[config.mk]
export PLATFORM = sky130hd
export DESIGN_NAME = temp_uart_report
export DESIGN_NICKNAME = d
export VERILOG_FILES = /design/src/rtl/temp_uart_report_pkg.sv /design/src/rtl/temp_uart_report_uart_tx.sv /design/src/rtl/temp_uart_report.sv
export SDC_FILE = /design/constraint.sdc
export NUM_CORES = 1
export LEC_CHECK = 0
export BUFFER_PORTS_ARGS = -buffer_cell sky130_fd_sc_hd__clkbuf_2
export CORE_MARGIN = 10
export CORE_UTILIZATION = 55
export CTS_CLUSTER_SIZE = 25
export DETAILED_ROUTE_END_ITERATION = 10
export MAX_ROUTING_LAYER = met4
export PLACE_DENSITY = 0.73
export SETUP_SLACK_MARGIN = 0.02
export SKIP_LAST_GASP = 1
export SLEW_MARGIN = 20
export SYNTH_ARGS = -nofsm -noshare
export SYNTH_HDL_FRONTEND = slang
export SYNTH_SLANG_ARGS = --single-unit
[constraint.sdc]
create_clock -name i_clk -period 3.2 [get_ports i_clk]
set_clock_uncertainty 0.1 [all_clocks]
set_input_delay 0.32 -clock i_clk [delete_from_list [all_inputs] [get_ports i_clk]]
set_output_delay 0.32 -clock i_clk [all_outputs]
set_load 0.005 [all_outputs]
[src/rtl/temp_uart_report_pkg.sv]
// temp_uart_report_pkg: shared ASCII codes, FSM states, DS18B20 format constants
// and the double-dabble step used by the temperature report block.
package temp_uart_report_pkg;

    typedef enum logic [1:0] {S_IDLE, S_CONV, S_LOAD, S_SEND} state_t;

    localparam logic [7:0] ASCII_PLUS  = 8'h2B;
    localparam logic [7:0] ASCII_MINUS = 8'h2D;
    localparam logic [7:0] ASCII_DOT   = 8'h2E;
    localparam logic [7:0] ASCII_C     = 8'h43;
    localparam logic [7:0] ASCII_CR    = 8'h0D;
    localparam logic [7:0] ASCII_LF    = 8'h0A;
    localparam logic [7:0] ASCII_ZERO  = 8'h30;

    localparam int FRAC_BITS = 4;
    localparam int SIGN_BIT  = 15;
    localparam int LAST_CHAR = 8;

    // {hundreds, tens, units, binary}: add 3 to any digit >= 5, then shift left
    function automatic logic [19:0] dd_step(input logic [19:0] v);
        logic [19:0] t;
        t = v;
        for (int i = 0; i < 3; i++)
            if (t[8+4*i +: 4] >= 4'd5) t[8+4*i +: 4] = t[8+4*i +: 4] + 4'd3;
        return {t[18:0], 1'b0};
    endfunction

endpackage

[src/rtl/temp_uart_report_uart_tx.sv]
// temp_uart_report_uart_tx: 8N1 LSB-first UART transmitter; done pulses in the
// last cycle of the stop bit so the next start can follow with one idle cycle.
module temp_uart_report_uart_tx #(
    parameter int CLKS_PER_BIT = 104
) (
    input  logic       i_clk,
    input  logic       i_rst_n,
    input  logic       i_start,
    input  logic [7:0] i_data,
    output logic       o_tx,
    output logic       o_busy,
    output logic       o_done
);

    localparam int CW = $clog2(CLKS_PER_BIT);
    localparam logic [CW-1:0] LAST = CW'(CLKS_PER_BIT - 1);

    logic          r_busy;
    logic          r_tx;
    logic [CW-1:0] r_cnt;
    logic [3:0]    r_bit;
    logic [8:0]    r_frame;

    always_ff @(posedge i_clk or negedge i_rst_n) begin
        if (!i_rst_n) begin
            r_busy  <= 1'b0;
            r_tx    <= 1'b1;
            r_cnt   <= '0;
            r_bit   <= '0;
            r_frame <= '0;
        end else if (!r_busy) begin
            if (i_start) begin
                r_busy  <= 1'b1;
                r_tx    <= 1'b0;
                r_frame <= {1'b1, i_data};
                r_cnt   <= '0;
                r_bit   <= '0;
            end
        end else if (r_cnt == LAST) begin
            r_cnt <= '0;
            if (r_bit == 4'd9) begin
                r_busy <= 1'b0;
                r_tx   <= 1'b1;
            end else begin
                r_bit   <= r_bit + 4'd1;
                r_tx    <= r_frame[0];
                r_frame <= {1'b1, r_frame[8:1]};
            end
        end else begin
            r_cnt <= r_cnt + 1'b1;
        end
    end

    assign o_tx   = r_tx;
    assign o_busy = r_busy;
    assign o_done = r_busy && (r_bit == 4'd9) && (r_cnt == LAST);

endmodule

[src/rtl/temp_uart_report.sv]
// temp_uart_report: converts each raw DS18B20 sample to "sDDD.FC\r\n" and
// streams it over 8N1 UART; samples arriving mid-frame are dropped and flagged.
module temp_uart_report
    import temp_uart_report_pkg::*;
#(
    parameter int CLK_HZ = 12_000_000,
    parameter int BAUD   = 115_200
) (
    input  logic        i_clk,
    input  logic        i_rst_n,
    input  logic        i_temp_valid,
    input  logic [15:0] i_temp,
    output logic        o_busy,
    output logic        o_drop,
    output logic        o_tx
);

    localparam int CLKS_PER_BIT = CLK_HZ / BAUD;

    state_t      r_state, w_next;
    logic        r_sign;
    logic [3:0]  r_tenths;
    logic [19:0] r_dd;
    logic [2:0]  r_cnt;
    logic [3:0]  r_idx;
    logic        r_drop;

    logic [11:0] w_mag;
    logic [7:0]  w_prod;
    logic        w_start;
    logic [7:0]  w_char;
    logic        w_done;
    logic        w_tx_busy;
    logic        w_unused;

    // low 12 bits of the two's-complement negation depend only on the low 12 input bits
    assign w_mag    = i_temp[SIGN_BIT] ? (~i_temp[11:0] + 12'd1) : i_temp[11:0];
    assign w_prod   = {1'b0, w_mag[FRAC_BITS-1:0], 3'b000} + {3'b000, w_mag[FRAC_BITS-1:0], 1'b0};
    assign w_unused = ^{i_temp[14:12], w_prod[3:0], w_tx_busy};

    always_ff @(posedge i_clk or negedge i_rst_n) begin
        if (!i_rst_n) r_state <= S_IDLE;
        else          r_state <= w_next;
    end

    always_comb begin
        w_next  = r_state;
        w_start = 1'b0;
        case (r_state)
            S_IDLE: if (i_temp_valid) w_next = S_CONV;
            S_CONV: if (r_cnt == 3'd7) w_next = S_LOAD;
            S_LOAD: begin
                w_start = 1'b1;
                w_next  = S_SEND;
            end
            S_SEND: if (w_done) w_next = (r_idx == 4'(LAST_CHAR)) ? S_IDLE : S_LOAD;
            default: w_next = S_IDLE;
        endcase
    end

    always_ff @(posedge i_clk or negedge i_rst_n) begin
        if (!i_rst_n) begin
            r_sign   <= 1'b0;
            r_tenths <= '0;
            r_dd     <= '0;
            r_cnt    <= '0;
            r_idx    <= '0;
            r_drop   <= 1'b0;
        end else begin
            r_drop <= i_temp_valid && (r_state != S_IDLE);
            if (r_state == S_IDLE && i_temp_valid) begin
                r_sign   <= i_temp[SIGN_BIT];
                r_tenths <= w_prod[7:4];
                r_dd     <= {12'd0, w_mag[11:4]};
                r_cnt    <= '0;
            end
            if (r_state == S_CONV) begin
                r_dd  <= dd_step(r_dd);
                r_cnt <= r_cnt + 3'd1;
            end
            if (r_state == S_SEND && w_done)
                r_idx <= (r_idx == 4'(LAST_CHAR)) ? 4'd0 : r_idx + 4'd1;
        end
    end

    always_comb begin
        w_char = ASCII_LF;
        case (r_idx)
            4'd0: w_char = r_sign ? ASCII_MINUS : ASCII_PLUS;
            4'd1: w_char = ASCII_ZERO + {4'h0, r_dd[19:16]};
            4'd2: w_char = ASCII_ZERO + {4'h0, r_dd[15:12]};
            4'd3: w_char = ASCII_ZERO + {4'h0, r_dd[11:8]};
            4'd4: w_char = ASCII_DOT;
            4'd5: w_char = ASCII_ZERO + {4'h0, r_tenths};
            4'd6: w_char = ASCII_C;
            4'd7: w_char = ASCII_CR;
            default: w_char = ASCII_LF;
        endcase
    end

    temp_uart_report_uart_tx #(.CLKS_PER_BIT(CLKS_PER_BIT)) u_tx (
        .i_clk   (i_clk),
        .i_rst_n (i_rst_n),
        .i_start (w_start),
        .i_data  (w_char),
        .o_tx    (o_tx),
        .o_busy  (w_tx_busy),
        .o_done  (w_done)
    );

    assign o_busy = (r_state != S_IDLE);
    assign o_drop = r_drop;

endmodule

==> flow_summary_export.csv, run 1 <==
group,metric,value,unit
sta,worstMarginPinSlew,0.716,ns
cts,cts.path.max_buffers,2,
pwr,powerDensity,746,nW/µm²
setup_path,regToRegEndpoint,"u_tx.r_frame[0]$_DFFE_PN0P_",
logic_synthesis,netlist_instances,362,
floorplan,die_x,97.8,µm
route,vias,2696,
worst_hold_path,hold_path_class,"in2reg",
cts,cts.sinks,57,
logic_synthesis,synth_edf_count,0,
sta,min_period_over_period,65.1,%
placed_design,dp_slack,1.12,ns
logic_synthesis,syn-cell-area,3330,µm²
pwr,pwr-share-comb,28.5,%
sta,rsz0062_at_grt,"no",
cells_and_area,final_layout_size_suffix_gt1_share,13.1,%
cells_and_area,postLayoutCellArea,3730,µm²
logic_synthesis,synth_top_area_share,42.1,%
route,drt_iter0_drc,178,
cts,ctsHtreeMaxLevel,3,
floorplan,core_area,5890,µm²
pwr,switching_share,35.1,%
logic_synthesis,ys_warn_count,0,
cells_and_area,antennaDiodeCount,0,
placed_design,placed_area,3470,µm²
grt,gr-usage-all-layers,15.5,%
logic_synthesis,ys.flop_type,"dfrtp_1",
logic_synthesis,syn-mean-instance-area,9.19,µm²
sta,post-route-min-period,2.08,ns
route,avgRoutedWirePerCell,15.5,µm
setup_path,endpoint,"u_tx.r_frame[0]$_DFFE_PN0P_",
placed_design,gp_congestion,0.808,
setup_path,cp-startpoint,"r_idx[1]$_DFFE_PN0P_",
setup_path,crit_arrival,2.19,ns
setup_path,reg2reg_depth,7,
cts,clockRootBuffer,"clkbuf_8",
floorplan,num_rows,28,
setup_path,slowest_stage,"or4_1",
grt,grt_max_degree,36,
sta,clock.fmax,480,MHz
pwr,ir_drop,0.413,mV
logic_synthesis,syn-num-nets,398,
setup_path,max_stage_delay,0.57,ns
logic_synthesis,synth_cell_types,52,
setup_path,cp.required,3.30,ns
placed_design,dp.cells,439,
grt,grt_overflow,0,
logic_synthesis,synth_largest_area_cell,"dfrtp_1",
route,routed_wl,7.07,mm
pwr,seqPwrFrac,41.6,%
cts,cts_tree,"built",
route,drt_pass1_iterations,5,
logic_synthesis,synth_seq_cells,57,
sta,max_slew_margin,52.3,%
cts,insertion_delay,0.34,ns
pwr,p_leak,1.63,nW
cts,numCtsBuffers,9,
sta,hold_viol,0,
setup_path,cp_top_family,"simple AND/OR/NAND/NOR gates",
setup_path,critPathCaptureType,"register",
route,drc,0,
route,routed_via_density,5.91,
logic_synthesis,synth_area_leaders,"dfrtp_1 (42%), ha_1 (6.4%), o21ai_0 (5.7%)",
sta,finalWorstSetupSlack,1.12,ns
grt,grt_first_pass_wirelength,12.2,mm
pwr,power.clock.fraction,29.9,%
logic_synthesis,synth-seq-area-share,42.9,%
grt,antenna_found_initial,0,
cells_and_area,final_nets,412,
floorplan,die_area,9560,µm²
route,ant_nets,0,
cts,cts_resized,0,
setup_path,r2r-start,"r_idx[1]$_DFFE_PN0P_",
floorplan,ios,22,
placed_design,io_buffers,18,
run_status,status,"complete, no violations",
cts,path_clk_slew,0.07,ns
pwr,p_sw,975,µW
cells_and_area,synthToLayoutAreaGrowth,12.0,%
floorplan,initial_utilization,56.5,%
setup_path,start_kind,"register",
setup_path,path_max_fanout,11,
setup_path,worstSetupPathType,"reg2reg",
sta,setup_tns,0,ns
placed_design,dp_hpwl,4.90,mm
setup_path,crit_buf_inv,1,
logic_synthesis,ys_async_sr_fraction,100,%
cells_and_area,instances_no_fill,456,
floorplan,fp.dieH,97.8,µm
sta,worst_hold_slack,0.146,ns
setup_path,rrSetupSlack,1.12,ns
setup_path,path_cells,"inv_1, ha_1, or4_1, nand3_1, a31oi_1, a21oi_1, o21ai_0",
setup_path,path_depth,7,
sta,maxSlewViolCount,0,
pwr,cell_internal_pwr,1.81,mW
sta,setup_viol,0,
cells_and_area,fill_cells,486,
job,cap_violations,0,
grt,grt_pass1_vias,2606,
per-layer routing:
layer / global-route usage, % / part of all wire [%] / vias to the layer above
li1: - / - / 1328
met1: 18.7 / 45 / 1278
met2: 24.4 / 48 / 75
met3: 3.52 / 4.4 / 15
met4: 6.49 / 1.8 / 0
met5: - / 0 / -
how the worst min path moves through the flow:
stage	from	endpoint	slack [ns]	cells past startpoint
floorplan	i_rst_n	o_drop$_DFF_PN0_	-0.08	0
global placement	i_rst_n	r_dd[13]$_DFFE_PN0P_	0.27	1
detailed placement	i_rst_n	r_dd[13]$_DFFE_PN0P_	0.27	1
CTS	i_temp_valid	o_drop$_DFF_PN0_	0.13	2
global route	i_temp_valid	o_drop$_DFF_PN0_	0.14	2
finish	i_temp_valid	o_drop$_DFF_PN0_	0.15	2
cell families (layout without fill, tap and decap cells):
group                      after synthesis  count (layout)  synth area share (%)
adders and majority gates               17              17                  6.39
muxes                                    5               5                  1.65
buffers and inverters                   40              59                  4.74
xor gates and xnor gates                21              21                  5.53
and+or+nand+nor                        107             107                  16.9
DFF                                     57              57                  42.9
AOI/OAI and AO/OA                      115             115                  21.9
per-stage QoR:
stage	power [mW]	utilization (%)
after detailed placement	1.95	59.0
after floorplan	1.72	-
final	2.78	63.3
after global routing	2.99	63.3
after global placement	1.90	59.0
after CTS	2.79	63.3
registers in the layout (all words and copies together) (netlist names):
register	cells
r_dd	20
u_tx.r_frame	9
u_tx.r_cnt	7
r_idx	4
r_tenths	4
u_tx.r_bit	4
r_cnt	3
r_state	2
o_drop	1
r_sign	1
u_tx.o_busy	1
u_tx.o_tx	1
what timing repair did:
item,4_1_cts,5_1_grt
endpoints found under the setup margin,0,0
hold buffers,1,0
hold endpoints to repair,22,0
buffers inserted,0,0
power by group through the flow:
stage,clock network (mW),registers [mW],logic (mW)
floorplan,0,1.07,0.644
detailed placement,0,1.16,0.784
global route,0.880,1.19,0.917
CTS,0.842,1.15,0.801
finish,0.831,1.16,0.792
global placement,0,1.15,0.748
area by class of cell:
class	instances	area [µm²]	share of cell area [%]
clock buffer	11	141	3.79
sequential	57	1430	38.3
inverter	20	75.1	2.01
timing repair buffer	23	143	3.83
clock inverter	5	103	2.75
tap	75	93.8	2.52
multi-input combinational	265	1740	46.8
cell usage in the layout (no fill, tap or decap), types with 2 or more instances in the layout:
master,n
o21ai_0,38
and3_1,2
nor3_1,3
nor2_1,23
ha_1,17
nor2b_1,2
o31ai_1,11
o22ai_1,2
inv_1,20
bufinv_16,3
mux2_2,4
a222oi_1,2
xor2_1,11
xnor2_1,10
clkbuf_2,18
a31oi_1,7
a21oi_1,27
nand4_1,2
or4_1,4
nand2b_1,7
a22o_1,3
nand2_1,37
buf_4,3
dfrtp_1,56
clkbuf_8,10
nand3_1,16
a22oi_1,8
o41ai_2,2
a32o_1,3
cells in the mapped netlist (8+ instances only):
library cell	count
a21oi_1	27
ha_1	17
xnor2_1	10
o21ai_0	38
nand2_1	37
xor2_1	11
a22oi_1	8
nand3_1	16
dfrtp_1	56
o31ai_1	11
nor2_1	23
inv_1	20
clkbuf_1	14
Note: power is estimated with default switching activity, not from simulation.
==> run 2, diff against run 1 <==
PLACE_DENSITY = 0.76   (was 0.73)
clock period = 1.85 ns   (was 3.2 ns; I/O delays follow)
==> flow_summary_export.csv, run 2 (synthesis results as in run 1) <==
group,metric,value,unit
pwr,p_leak,1.78,nW
floorplan,num_rows,28,
placed_design,dp_hpwl,5.17,mm
setup_path,reg2reg_depth,7,
cells_and_area,final_cell_mix,"dfrtp_1 (54), nand2_1 (37), o21ai_0 (36)",
sta,clock.fmax,560,MHz
cts,path_clk_slew,0.07,ns
sta,post-route-min-period,1.79,ns
cells_and_area,antennaDiodeCount,0,
route,drt_pass1_iterations,4,
cts,clockRootBuffer,"clkbuf_8",
sta,min_period_over_period,96.6,%
setup_path,crit_arrival,1.91,ns
sta,setup_tns,0,ns
floorplan,ios,22,
setup_path,cp.required,1.97,ns
run_status,status,"complete, no violations",
cells_and_area,final_nets,442,
floorplan,core_area,5890,µm²
route,avgRoutedWirePerCell,14.8,µm
placed_design,placed_area,3670,µm²
sta,max_slew_margin,59.4,%
placed_design,dp.cells,465,
sta,worstMarginPinSlew,0.610,ns
placed_design,gp_congestion,0.859,
floorplan,initial_utilization,56.5,%
setup_path,rrSetupSlack,0.06,ns
sta,rsz0062_at_grt,"yes",
grt,grt-busiest-layer,"met2",
cts,numCtsBuffers,9,
route,vias,2800,
setup_path,regToRegEndpoint,"u_tx.r_frame[0]$_DFFE_PN0P_",
route,ant_nets,0,
placed_design,dp_slack,-0.0369,ns
grt,gr-usage-all-layers,16.0,%
route,drc,0,
sta,hold_viol,0,
placed_design,io_buffers,18,
setup_path,path_max_fanout,4,
grt,antenna_found_initial,0,
grt,grt_pass1_vias,2854,
pwr,powerDensity,1210,nW/µm²
grt,grt_overflow,0,
grt,use_met2,26.2,%
pwr,power.total,4.84,mW
cts,cts.sinks,57,
route,routed_wl,7.20,mm
cells_and_area,instances_no_fill,486,
grt,grt_first_pass_wirelength,12.5,mm
worst_hold_path,hold_path_depth,2,
route,routed_via_density,5.76,
worst_hold_path,hp-start,"i_temp_valid",
worst_hold_path,hold_path_class,"in2reg",
sta,setup_viol,0,
cells_and_area,final_layout_size_suffix_gt1_share,22.9,%
cells_and_area,synthToLayoutAreaGrowth,20.5,%
setup_path,start_kind,"register",
cells_and_area,regMostFlops,"r_dd",
floorplan,die_x,97.8,µm
cells_and_area,largest_reg_flops,20,
cells_and_area,reg_top3,"r_dd: 20 flops, u_tx.r_frame: 9 flops, u_tx.r_cnt: 7 flops",
cts,insertion_delay,0.34,ns
cells_and_area,fill_cells,483,
grt,grt_max_degree,58,
cts,ctsHtreeMaxLevel,3,
job,cap_violations,0,
grt,met3_usage,1.97,%
floorplan,fp.dieH,97.8,µm
setup_path,worstSetupPathType,"reg2reg",
sta,maxSlewViolCount,0,
worst_hold_path,holdPathEnd,"o_drop$_DFF_PN0_",
setup_path,critPathCaptureType,"register",
cts,cts_tree,"built",
setup_path,r2r-start,"r_idx[0]$_DFFE_PN0P_",
cells_and_area,final_common_cell,"dfrtp_1",
cts,cts.path.max_buffers,2,
grt,use_met1,17.9,%
pwr,ir_drop,0.652,mV
route,drt_iter0_drc,129,
sta,finalWorstSetupSlack,0.0634,ns
cells_and_area,postLayoutCellArea,4010,µm²
floorplan,die_area,9560,µm²
## run 2: cell count changes in the layout (fill, tap and decap cells not counted), sizes merged
cell      previous run  this run
clkinv               1         2
bufinv               3         2
buf                  4        34
clkbuf              29        30
clkinvlp             1         0
## run 2: worst max-delay path by stage
stage                         startpoint                           to  cells past startpoint
detailed placement  r_idx[0]$_DFFE_PN0P_  u_tx.r_frame[0]$_DFFE_PN0P_                      7
floorplan           r_idx[0]$_DFFE_PN0P_  u_tx.r_frame[0]$_DFFE_PN0P_                      8
finish              r_idx[0]$_DFFE_PN0P_  u_tx.r_frame[0]$_DFFE_PN0P_                      7
global placement    r_idx[0]$_DFFE_PN0P_  u_tx.r_frame[0]$_DFFE_PN0P_                      7
global route        r_idx[0]$_DFFE_PN0P_  u_tx.r_frame[0]$_DFFE_PN0P_                      7
CTS                 r_idx[1]$_DFFE_PN0P_  u_tx.r_frame[0]$_DFFE_PN0P_                      7
## run 2: cell type report
class / instances / area, µm² / share of cell area [%]
flip-flops and latches: 57 / 1430 / 35.7
multi-input cells: 265 / 1830 / 45.7
repair buffers: 53 / 368 / 9.17
well taps: 75 / 93.8 / 2.34
clock inverters: 4 / 70.1 / 1.75
clock buffers: 12 / 135 / 3.37
inverters: 20 / 80.1 / 2.00
## run 2: per-layer routing
| layer | part of all wire (%) | vias to the layer above |
|---|---|---|
| met5 | 0 | - |
| met4 | 2.7 | 0 |
| met3 | 1.9 | 19 |
| met2 | 51 | 48 |
| met1 | 44 | 1348 |
| li1 | - | 1385 |
## run 2: per-stage QoR
step	util (%)	hold slack, ns
final	68.2	0.0175
after global routing	68.2	0.0195
after CTS	67.4	0.00423
after detailed placement	62.4	0.116
after global placement	62.4	0.116
after floorplan	-	-0.211
## run 2: critical path: stages (launching register included)
cell and delay (ns):
dfrtp_2 0.44, inv_4 0.07, ha_4 0.17, or4_4 0.54
nand3_4 0.10, a31oi_1 0.05, a21oi_1 0.13, o21ai_1 0.07
## run 2: repair_timing
item | 4_1_cts | 5_1_grt
hold buffers | 1 | 0
endpoints found under the hold margin | 56 | 0
pin swaps | 3 | 1
resized for setup | 13 | 11
buffers inserted | 3 | 1
endpoints found under the setup margin | 5 | 13
## run 2: where the power goes
part	leakage [nW]	switching [mW]	internal (mW)
sequential	0.740	0.348	1.61
clock	0.104	0.475	0.755
combinational	0.935	0.905	0.750
total	1.78	1.73	3.11
==> run 3, diff against run 2 <==
BUFFER_PORTS_ARGS = -buffer_cell sky130_fd_sc_hd__buf_2   (was -buffer_cell sky130_fd_sc_hd__clkbuf_2)
CORE_UTILIZATION = 50   (was 55)
PLACE_DENSITY = 0.7   (was 0.76)
==> flow_summary_export.csv, run 3 (synthesis results as in run 1) <==
group,metric,value,unit
floorplan,die_x,102,µm
route,drt_pass1_iterations,4,
setup_path,path_max_fanout,4,
pwr,p_sw,1.76,mW
route,routed_wl,7.52,mm
setup_path,reg2reg_depth,7,
sta,min_period_over_period,97.0,%
setup_path,critPathCaptureType,"register",
sta,rsz0062_at_grt,"yes",
pwr,p_leak,1.86,nW
floorplan,initial_utilization,51.8,%
route,drc,0,
sta,max_slew_margin,54.8,%
cts,cts.sinks,57,
sta,setup_viol,0,
cts,ctsHtreeMaxLevel,3,
cts,path_clk_slew,0.07,ns
floorplan,die_area,10300,µm²
cells_and_area,largest_reg_flops,20,
sta,clock.fmax,557,MHz
route,vias,2864,
grt,antenna_found_initial,0,
sta,maxSlewViolCount,0,
pwr,switching_share,34.9,%
route,avgRoutedWirePerCell,15.1,µm
sta,hold_viol,0,
placed_design,dp_hpwl,5.15,mm
floorplan,ios,22,
grt,gr-usage-all-layers,15.8,%
setup_path,r2r-start,"r_idx[1]$_DFFE_PN0P_",
job,cap_violations,0,
run_status,status,"complete, no violations",
cells_and_area,reg_top3,"r_dd: 20 flops, u_tx.r_frame: 9 flops, u_tx.r_cnt: 7 flops",
cells_and_area,final_layout_size_suffix_gt1_share,24.7,%
pwr,seqPwrFrac,38.4,%
route,ant_nets,0,
pwr,pwr-share-comb,32.9,%
grt,grt_overflow,0,
cells_and_area,regMostFlops,"r_dd",
cells_and_area,final_common_cell,"dfrtp_1",
setup_path,endpoint,"u_tx.r_frame[0]$_DFFE_PN0P_",
pwr,ir_drop,0.566,mV
setup_path,cp-startpoint,"r_idx[1]$_DFFE_PN0P_",
pwr,power.clock.fraction,28.7,%
cells_and_area,final_cell_mix,"dfrtp_1 (54), buf_4 (38), o21ai_0 (37), nand2_1 (37), a21oi_1 (26)",
worst_hold_path,hold_path_class,"in2reg",
pwr,cell_internal_pwr,3.29,mW
floorplan,num_rows,29,
cts,cts_tree,"built",
setup_path,rrSetupSlack,0.06,ns
cts,cts.path.max_buffers,2,
placed_design,io_buffers,18,
worst_hold_path,hp-start,"i_temp[11]",
grt,grt_max_degree,58,
cells_and_area,instances_no_fill,498,
placed_design,dp.cells,476,
grt,grt_first_pass_wirelength,12.8,mm
grt,grt_pass1_vias,2883,
cts,insertion_delay,0.35,ns
cts,numCtsBuffers,9,
sta,post-route-min-period,1.79,ns
setup_path,crit_arrival,1.93,ns
setup_path,start_kind,"register",
cells_and_area,final_nets,452,
pwr,powerDensity,1220,nW/µm²
route,drt_iter0_drc,162,
sta,worstMarginPinSlew,0.678,ns
floorplan,fp.dieH,102,µm
cells_and_area,antennaDiodeCount,0,
setup_path,regToRegEndpoint,"u_tx.r_frame[0]$_DFFE_PN0P_",
placed_design,gp_congestion,0.875,
setup_path,worstSetupPathType,"reg2reg",
cells_and_area,post-route-util,64.6,%
cells_and_area,synthToLayoutAreaGrowth,24.7,%
floorplan,core_area,6420,µm²
setup_path,cp.required,1.99,ns
cts,clockRootBuffer,"clkbuf_8",
route,routed_via_density,5.75,
[run 3: how the worst min path moves through the flow]
stage / end / slack (ns) / cells past startpoint
final: r_dd[7]$_DFFE_PN0P_ / 0.03 / 3
after global routing: r_dd[7]$_DFFE_PN0P_ / 0.05 / 3
after CTS: r_dd[5]$_DFFE_PN0P_ / 0.02 / 3
after detailed placement: u_tx.r_cnt[5]$_DFFE_PN0P_ / 0.11 / 2
after global placement: u_tx.r_cnt[5]$_DFFE_PN0P_ / 0.11 / 2
after floorplan: o_drop$_DFF_PN0_ / -0.21 / 0
[run 3: layout make-up]
| type | instances | area [µm²] |
|---|---|---|
| fillers | 497 | 2270 |
| multi-input cells | 265 | 1820 |
| flip-flops and latches | 57 | 1430 |
| repair buffers | 63 | 478 |
| clock buffers | 11 | 141 |
| clock inverters | 5 | 103 |
| well taps | 77 | 96.3 |
| inverters | 20 | 80.1 |
[run 3: timing repair]
item                                   in CTS  in global routing
pin swaps                                   1                  8
setup endpoints to repair                   5                 11
hold buffers                                2                  0
gates resized for setup                     4                 20
buffers inserted                            0                  4
endpoints found under the hold margin      57                  0
[run 3: layer usage]
layer | global-route usage, % | part of all wire (%)
met1 | 18.0 | 45
met2 | 25.9 | 49
met3 | 3.00 | 3.0
met4 | 7.92 | 2.0
met5 | - | 0
[run 3: metrics by stage]
step / hold WS, ns / setup TNS (ns) / total power, mW / area, µm² / worst slack, ns
after detailed placement: 0.110 / -0.172 / 3.56 / 3770 / -0.0706
after floorplan: -0.211 / 0 / 2.97 / 3330 / 0.0312
after CTS: 0.0223 / 0 / 5.04 / 4040 / 0.0161
after global placement: 0.109 / -0.0191 / 3.48 / 3770 / -0.0191
after global routing: 0.0494 / -0.125 / 5.40 / 4150 / -0.0630
final: 0.0300 / 0 / 5.05 / 4150 / 0.0553
[run 3: worst max-delay path, cell delays in order (launching register included)]
cell and delay, ns:
dfrtp_2 0.44, inv_4 0.07, ha_4 0.17, or4_4 0.54, nand3_4 0.10, a31oi_1 0.05, a21oi_1 0.14, o21ai_1 0.09
[run 3: power by group through the flow]
stage / clock, mW / combinational [mW] / sequential (mW)
floorplan: 0 / 1.12 / 1.86
finish: 1.45 / 1.66 / 1.94
global placement: 0 / 1.55 / 1.93
CTS: 1.47 / 1.65 / 1.92
detailed placement: 0 / 1.62 / 1.94
global route: 1.52 / 1.90 / 1.98
